### src/rtl/midi_note_rx.sv
// MIDI note receiver: 8N1 UART on the raw MIDI line plus a running-status parser
// for Note On/Off and All-Notes-Off. Define MIDI_OMNI_EN to accept all 16 channels.
module midi_note_rx #(
    parameter int CLKS_PER_BIT = 1600,
    parameter int MIDI_CHANNEL = 0
) (
    input  logic       a_clk,
    input  logic       reset,
    input  logic       midi_rx,
    output logic [6:0] note,
    output logic [6:0] velocity,
    output logic       gate,
    output logic       note_valid,
    output logic       framing_err
);

    localparam logic [15:0] BIT_LAST  = 16'(CLKS_PER_BIT - 1);
    localparam logic [15:0] HALF_LAST = 16'((CLKS_PER_BIT / 2) - 1);

    typedef enum logic [1:0] {U_IDLE, U_START, U_DATA, U_STOP} uart_state_t;
    typedef enum logic [2:0] {
        P_NO_STATUS, P_WAIT_KEY, P_WAIT_VEL, P_WAIT_CC, P_WAIT_CCVAL, P_IGNORE
    } parse_state_t;

    logic         rx_meta_q, rx_sync_q;
    uart_state_t  u_state_q, u_state_d;
    logic [15:0]  cnt_q, cnt_d;
    logic [2:0]   bit_q, bit_d;
    logic [7:0]   shreg_q, shreg_d;
    logic         stop_wait_q, stop_wait_d;
    logic         byte_valid_s, frame_err_s;

    parse_state_t p_state_q, p_state_d;
    logic [7:0]   status_q, status_d;
    logic [6:0]   key_q, key_d;
    logic [6:0]   cc_q, cc_d;
    logic [6:0]   note_q, note_d;
    logic [6:0]   vel_q, vel_d;
    logic         gate_q, gate_d;
    logic         note_valid_q, note_valid_d;
    logic         framing_err_q, framing_err_d;
    logic         chan_ok_s;

    // Two-flop synchronizer for the asynchronous serial line (idles high)
    always_ff @(posedge a_clk or posedge reset) begin
        if (reset) begin
            rx_meta_q <= 1'b1;
            rx_sync_q <= 1'b1;
        end else begin
            rx_meta_q <= midi_rx;
            rx_sync_q <= rx_meta_q;
        end
    end

    // UART next-state: mid-bit sampling; a low stop bit parks in STOP until the line recovers
    always_comb begin
        u_state_d    = u_state_q;
        cnt_d        = cnt_q + 16'd1;
        bit_d        = bit_q;
        shreg_d      = shreg_q;
        stop_wait_d  = stop_wait_q;
        byte_valid_s = 1'b0;
        frame_err_s  = 1'b0;
        case (u_state_q)
            U_IDLE: begin
                cnt_d = 16'd0;
                if (!rx_sync_q) begin
                    u_state_d = U_START;
                end else begin
                    u_state_d = U_IDLE;
                end
            end
            U_START: begin
                if (cnt_q == HALF_LAST) begin
                    cnt_d = 16'd0;
                    bit_d = 3'd0;
                    if (rx_sync_q) begin
                        u_state_d = U_IDLE;
                    end else begin
                        u_state_d = U_DATA;
                    end
                end else begin
                    u_state_d = U_START;
                end
            end
            U_DATA: begin
                if (cnt_q == BIT_LAST) begin
                    cnt_d   = 16'd0;
                    shreg_d = {rx_sync_q, shreg_q[7:1]};
                    if (bit_q == 3'd7) begin
                        u_state_d = U_STOP;
                    end else begin
                        bit_d = bit_q + 3'd1;
                    end
                end else begin
                    u_state_d = U_DATA;
                end
            end
            U_STOP: begin
                if (stop_wait_q) begin
                    cnt_d = 16'd0;
                    if (rx_sync_q) begin
                        stop_wait_d = 1'b0;
                        u_state_d   = U_IDLE;
                    end else begin
                        u_state_d = U_STOP;
                    end
                end else if (cnt_q == BIT_LAST) begin
                    cnt_d = 16'd0;
                    if (rx_sync_q) begin
                        byte_valid_s = 1'b1;
                        u_state_d    = U_IDLE;
                    end else begin
                        frame_err_s = 1'b1;
                        stop_wait_d = 1'b1;
                    end
                end else begin
                    u_state_d = U_STOP;
                end
            end
            default: begin
                u_state_d   = U_IDLE;
                stop_wait_d = 1'b0;
            end
        endcase
    end

`ifdef MIDI_OMNI_EN
    assign chan_ok_s = 1'b1;
`else
    assign chan_ok_s = (shreg_q[3:0] == 4'(MIDI_CHANNEL));
`endif

    // Parser next-state and output updates, evaluated only for completed bytes
    always_comb begin
        p_state_d     = p_state_q;
        status_d      = status_q;
        key_d         = key_q;
        cc_d          = cc_q;
        note_d        = note_q;
        vel_d         = vel_q;
        gate_d        = gate_q;
        note_valid_d  = 1'b0;
        framing_err_d = frame_err_s;
        if (byte_valid_s) begin
            if (shreg_q >= 8'hF8) begin
                p_state_d = p_state_q;
            end else if (shreg_q >= 8'hF0) begin
                status_d  = 8'h00;
                p_state_d = P_IGNORE;
            end else if (shreg_q[7]) begin
                status_d = shreg_q;
                if (chan_ok_s && (shreg_q[7:4] == 4'h8 || shreg_q[7:4] == 4'h9)) begin
                    p_state_d = P_WAIT_KEY;
                end else if (chan_ok_s && shreg_q[7:4] == 4'hB) begin
                    p_state_d = P_WAIT_CC;
                end else begin
                    p_state_d = P_IGNORE;
                end
            end else begin
                case (p_state_q)
                    P_WAIT_KEY: begin
                        key_d     = shreg_q[6:0];
                        p_state_d = P_WAIT_VEL;
                    end
                    P_WAIT_VEL: begin
                        p_state_d = P_WAIT_KEY;
                        if (status_q[7:4] == 4'h9 && shreg_q[6:0] != 7'd0) begin
                            note_d       = key_q;
                            vel_d        = shreg_q[6:0];
                            gate_d       = 1'b1;
                            note_valid_d = 1'b1;
                        end else if (gate_q && key_q == note_q) begin
                            gate_d = 1'b0;
                        end else begin
                            gate_d = gate_q;
                        end
                    end
                    P_WAIT_CC: begin
                        cc_d      = shreg_q[6:0];
                        p_state_d = P_WAIT_CCVAL;
                    end
                    P_WAIT_CCVAL: begin
                        p_state_d = P_WAIT_CC;
                        if (cc_q == 7'd123) begin
                            gate_d = 1'b0;
                        end else begin
                            gate_d = gate_q;
                        end
                    end
                    default: begin
                        p_state_d = p_state_q;
                    end
                endcase
            end
        end else begin
            note_valid_d = 1'b0;
        end
    end

    // State and output registers
    always_ff @(posedge a_clk or posedge reset) begin
        if (reset) begin
            u_state_q     <= U_IDLE;
            cnt_q         <= 16'd0;
            bit_q         <= 3'd0;
            shreg_q       <= 8'h00;
            stop_wait_q   <= 1'b0;
            p_state_q     <= P_NO_STATUS;
            status_q      <= 8'h00;
            key_q         <= 7'd0;
            cc_q          <= 7'd0;
            note_q        <= 7'd0;
            vel_q         <= 7'd0;
            gate_q        <= 1'b0;
            note_valid_q  <= 1'b0;
            framing_err_q <= 1'b0;
        end else begin
            u_state_q     <= u_state_d;
            cnt_q         <= cnt_d;
            bit_q         <= bit_d;
            shreg_q       <= shreg_d;
            stop_wait_q   <= stop_wait_d;
            p_state_q     <= p_state_d;
            status_q      <= status_d;
            key_q         <= key_d;
            cc_q          <= cc_d;
            note_q        <= note_d;
            vel_q         <= vel_d;
            gate_q        <= gate_d;
            note_valid_q  <= note_valid_d;
            framing_err_q <= framing_err_d;
        end
    end

    assign note        = note_q;
    assign velocity    = vel_q;
    assign gate        = gate_q;
    assign note_valid  = note_valid_q;
    assign framing_err = framing_err_q;

endmodule

### config.mk
export PLATFORM = sky130hd
export DESIGN_NAME = midi_note_rx
export DESIGN_NICKNAME = d
export VERILOG_FILES = /design/src/rtl/midi_note_rx.sv
export SDC_FILE = /design/constraint.sdc
export NUM_CORES = 1
export LEC_CHECK = 0
export CORE_MARGIN = 4
export CORE_UTILIZATION = 63
export CTS_CLUSTER_SIZE = 16
export DETAILED_ROUTE_END_ITERATION = 6
export PLACE_DENSITY_LB_ADDON = 0.12
export SLEW_MARGIN = 20
export SYNTH_ARGS = -nofsm -noshare
export SYNTH_HDL_FRONTEND = slang
export SYNTH_SLANG_ARGS = --single-unit
### constraint.sdc
create_clock -name a_clk -period 3.1 [get_ports a_clk]
set_clock_uncertainty 0.05 [all_clocks]
set_input_delay 0.31 -clock a_clk [delete_from_list [all_inputs] [get_ports a_clk]]
set_output_delay 0.31 -clock a_clk [all_outputs]
set_load 0.01 [all_outputs]
==> results.py <==
metrics = {
    "drt": {
        "ant_nets": 0,
        "routed_wl_um": 5922,
        "first_pass_iters": 4,
        "via_count": 2195,
        "routed_via_density": 5.776,
        "drc": 0,
        "first_iter_violations": 135,
        "wl_per_cell_um": 15.58,
    },
    "synthesis": {
        "seq_area_frac_synth": 0.5269,
        "synth_area_leader_cell": "dfrtp_1",
        "synth.most_common_cell": "dfrtp_1",
        "syn_inst": 283,
        "ys_warn_count": 0,
        "synth.avg_cell_area_um2": 11.76,
        "syn-cell-area_um2": 3329,
        "synth_top_cells_by_count": "68 x dfrtp_1, 31 x nor2_1, 28 x mux2_2",
        "synth_cell_types": 46,
        "async_flop_share": 1.000,
        "ys_ff_latch": 70,
        "synth_edf_count": 0,
        "synthFlopType": "dfrtp_1",
        "syn_nets": 289,
        "synth_area_leaders": "dfrtp_1 51%, mux2_2 9.5%, mux2_4 5.4%, xnor2_1 3.7%, nor2_1 3.5%",
        "synth_top_area_share": 0.5111,
    },
    "setup_path": {
        "path_class": "register to register",
        "cp_top_family": "simple AND/OR/NAND/NOR gates",
        "path_cells": "ha_1 > and3_1 > nand4_1 > or4b_1 > o21ai_1 > nand3_1",
        "crit_path_top_delay_cell": "or4b_1",
        "startpoint_type": "register",
        "path_buf_inv": 0,
        "end_kind": "register",
        "required_ps": 3250,
        "cp.arrival_ps": 2330,
        "cpPeakStageDelay_ps": 630,
        "cp_max_fo": 5,
    },
    "status": {
        "outcome": "complete, no violations",
    },
    "floorplan": {
        "die_h_um": 80.70,
        "core.rowCount": 26,
        "core_area_um2": 5107,
        "boundaryPins": 20,
        "start_util": 0.6519,
        "die_x_um": 80.70,
        "dieArea_um2": 6512,
    },
    "finish": {
        "multiInputGateArea_um2": 1500,
        "n_antenna_cell": 0,
        "drive_gt1_frac": 0.2000,
        "nets": 311,
        "seq_area_um2": 1754,
        "design_area_um2": 3751,
        "fillers": 364,
        "synthToLayoutAreaGrowth_pct": 12.66,
        "utilization": 0.7344,
    },
    "power": {
        "irDropWorstVdd_uv": 283.7,
        "power_density_nw_per_um2": 433.1,
        "p_leak_nw": 1.758,
        "total_power_mw": 1.625,
    },
    "sta": {
        "slew_violations": 0,
        "rsz0062_at_grt": "false",
        "finalSetupTns_ps": 0,
        "fmax_mhz": 459.2,
        "slew-limit-headroom": 0.5453,
        "hold_viol": 0,
        "setup_slack_ps": 922.5,
        "post-route-period-util": 0.7024,
        "finalSetupViolations": 0,
        "tightest_slew_ps": 681.1,
        "fin_crit_ps": 2178,
    },
    "global_route": {
        "grt_max_degree": 35,
        "grt_pass1_vias": 2163,
        "grt_pass1_wl_um": 10430,
        "track_usage": 0.2137,
        "grt-ovfl-total": 0,
        "antenna_found_initial": 0,
    },
    "clock_tree": {
        "cts_tree": "built",
        "cts_max_path_buffers": 2,
        "h-tree-depth": 3,
        "post_cts_resized": 0,
        "clk_latency_ps": 340,
        "clock-sinks": 70,
        "clk_pin_slew_worst_paths_ps": 70,
        "cts-root-buf": "clkbuf_8",
        "numCtsBuffers": 9,
        "ctsHoldBuffers": 0,
        "cts_setup_buffers": 0,
    },
    "placed_design": {
        "dp_hpwl_um": 4180,
        "port_buffers": 19,
        "dp_worst_setup_slack_ps": 956.4,
        "place.gp.congestion": 0.8928,
        "placed_area_um2": 3573,
    },
    "worst_hold_path": {
        "hold_class": "register to register",
    },
    "flow_run": {
        "max_cap_violations": 0,
    },
}
routing by layer:
layer | up-vias | track usage | routed length, um
met2 | 45 | 0.3493 | 2940
met3 | 13 | 0.04036 | 212
met1 | 1085 | 0.2758 | 2660
met5 | - | 0 | 0
met4 | 0 | 0.09628 | 109
li1 | 1052 | - | -
layout by cell type, fill, tap and decap left out, types with 2 or more instances in the layout:
cell,count
mux2i_1,3
and4b_1,2
xnor2_1,14
mux2_2,28
nor2b_1,3
nand2_1,16
and2_1,4
nand3_1,12
a21boi_0,3
o21ai_0,4
nand3_4,2
nand4_1,9
a21oi_1,8
inv_1,6
clkbuf_8,9
nor3_1,4
clkbuf_1,5
nor2_1,31
buf_4,2
dfstp_2,2
o22a_1,2
clkdlybuf4s50_1,19
mux2_4,12
and3_1,5
ha_1,3
xor2_1,7
dfrtp_1,68
nor4_1,3
or3_1,2
o211a_1,2
state kept, by name, summed over array words and instances, names as in the netlist:
register	cells
bit_q	3
cc_q	7
cnt_q	16
framing_err	1
gate	1
key_q	7
note	7
note_valid	1
p_state_q	3
rx_meta_q	1
rx_sync_q	1
shreg_q	8
status_q	4
stop_wait_q	1
u_state_q	2
velocity	7
report_power, final:
part	leakage [nW]	switching (mW)	internal, mW	total, mW
registers	0.957	0.00135	0.916	0.917
clock network	0.0887	0.314	0.373	0.686
logic	0.713	0.0176	0.00416	0.0218
total	1.76	0.332	1.29	1.62
path summary, 6_finish.rpt:
check | slack (ps) | end | startpoint | cells after the start
setup / recovery | 920 | gate | cnt_q[0] | 6
hold / removal | 310 | rx_sync_q | rx_meta_q | 0
setup reg to reg | 920 | gate | cnt_q[0] | 6
hold reg to reg | 310 | rx_sync_q | rx_meta_q | 0
max in group asynchronous | 1870 | rx_meta_q | reset | 3
min in group asynchronous | 350 | shreg_q[1] | reset | 2
cells by family after synthesis:
group                    Yosys count  share of synthesized area
buffers and inverters             17                    0.02255
AO/OA/AOI/OAI                     26                    0.05262
AND/OR/NAND/NOR                  103                     0.1736
XOR/XNOR                          21                    0.05524
flip-flops                        70                     0.5269
adder cells (fa/ha/maj)            3                    0.01128
multiplexers                      43                     0.1578
stage by stage:
stage / cells / hold WS [ps]
6_report: 380 / 309.1
5_1_grt: 380 / 320.0
4_1_cts: 380 / 312.9
3_5_place_dp: 364 / 301.5
3_3_place_gp: 364 / 295.3
2_1_floorplan: 283 / 264.5
layout make-up:
class | count | area share
multi-input combinational | 196 | 0.3999
sequential | 70 | 0.4676
clock buffer | 14 | 0.03803
tap | 70 | 0.02335
clock inverter | 2 | 0.009340
timing repair buffer | 21 | 0.05470
inverter | 7 | 0.007005
No activity file was read; power rests on OpenSTA's default activity.
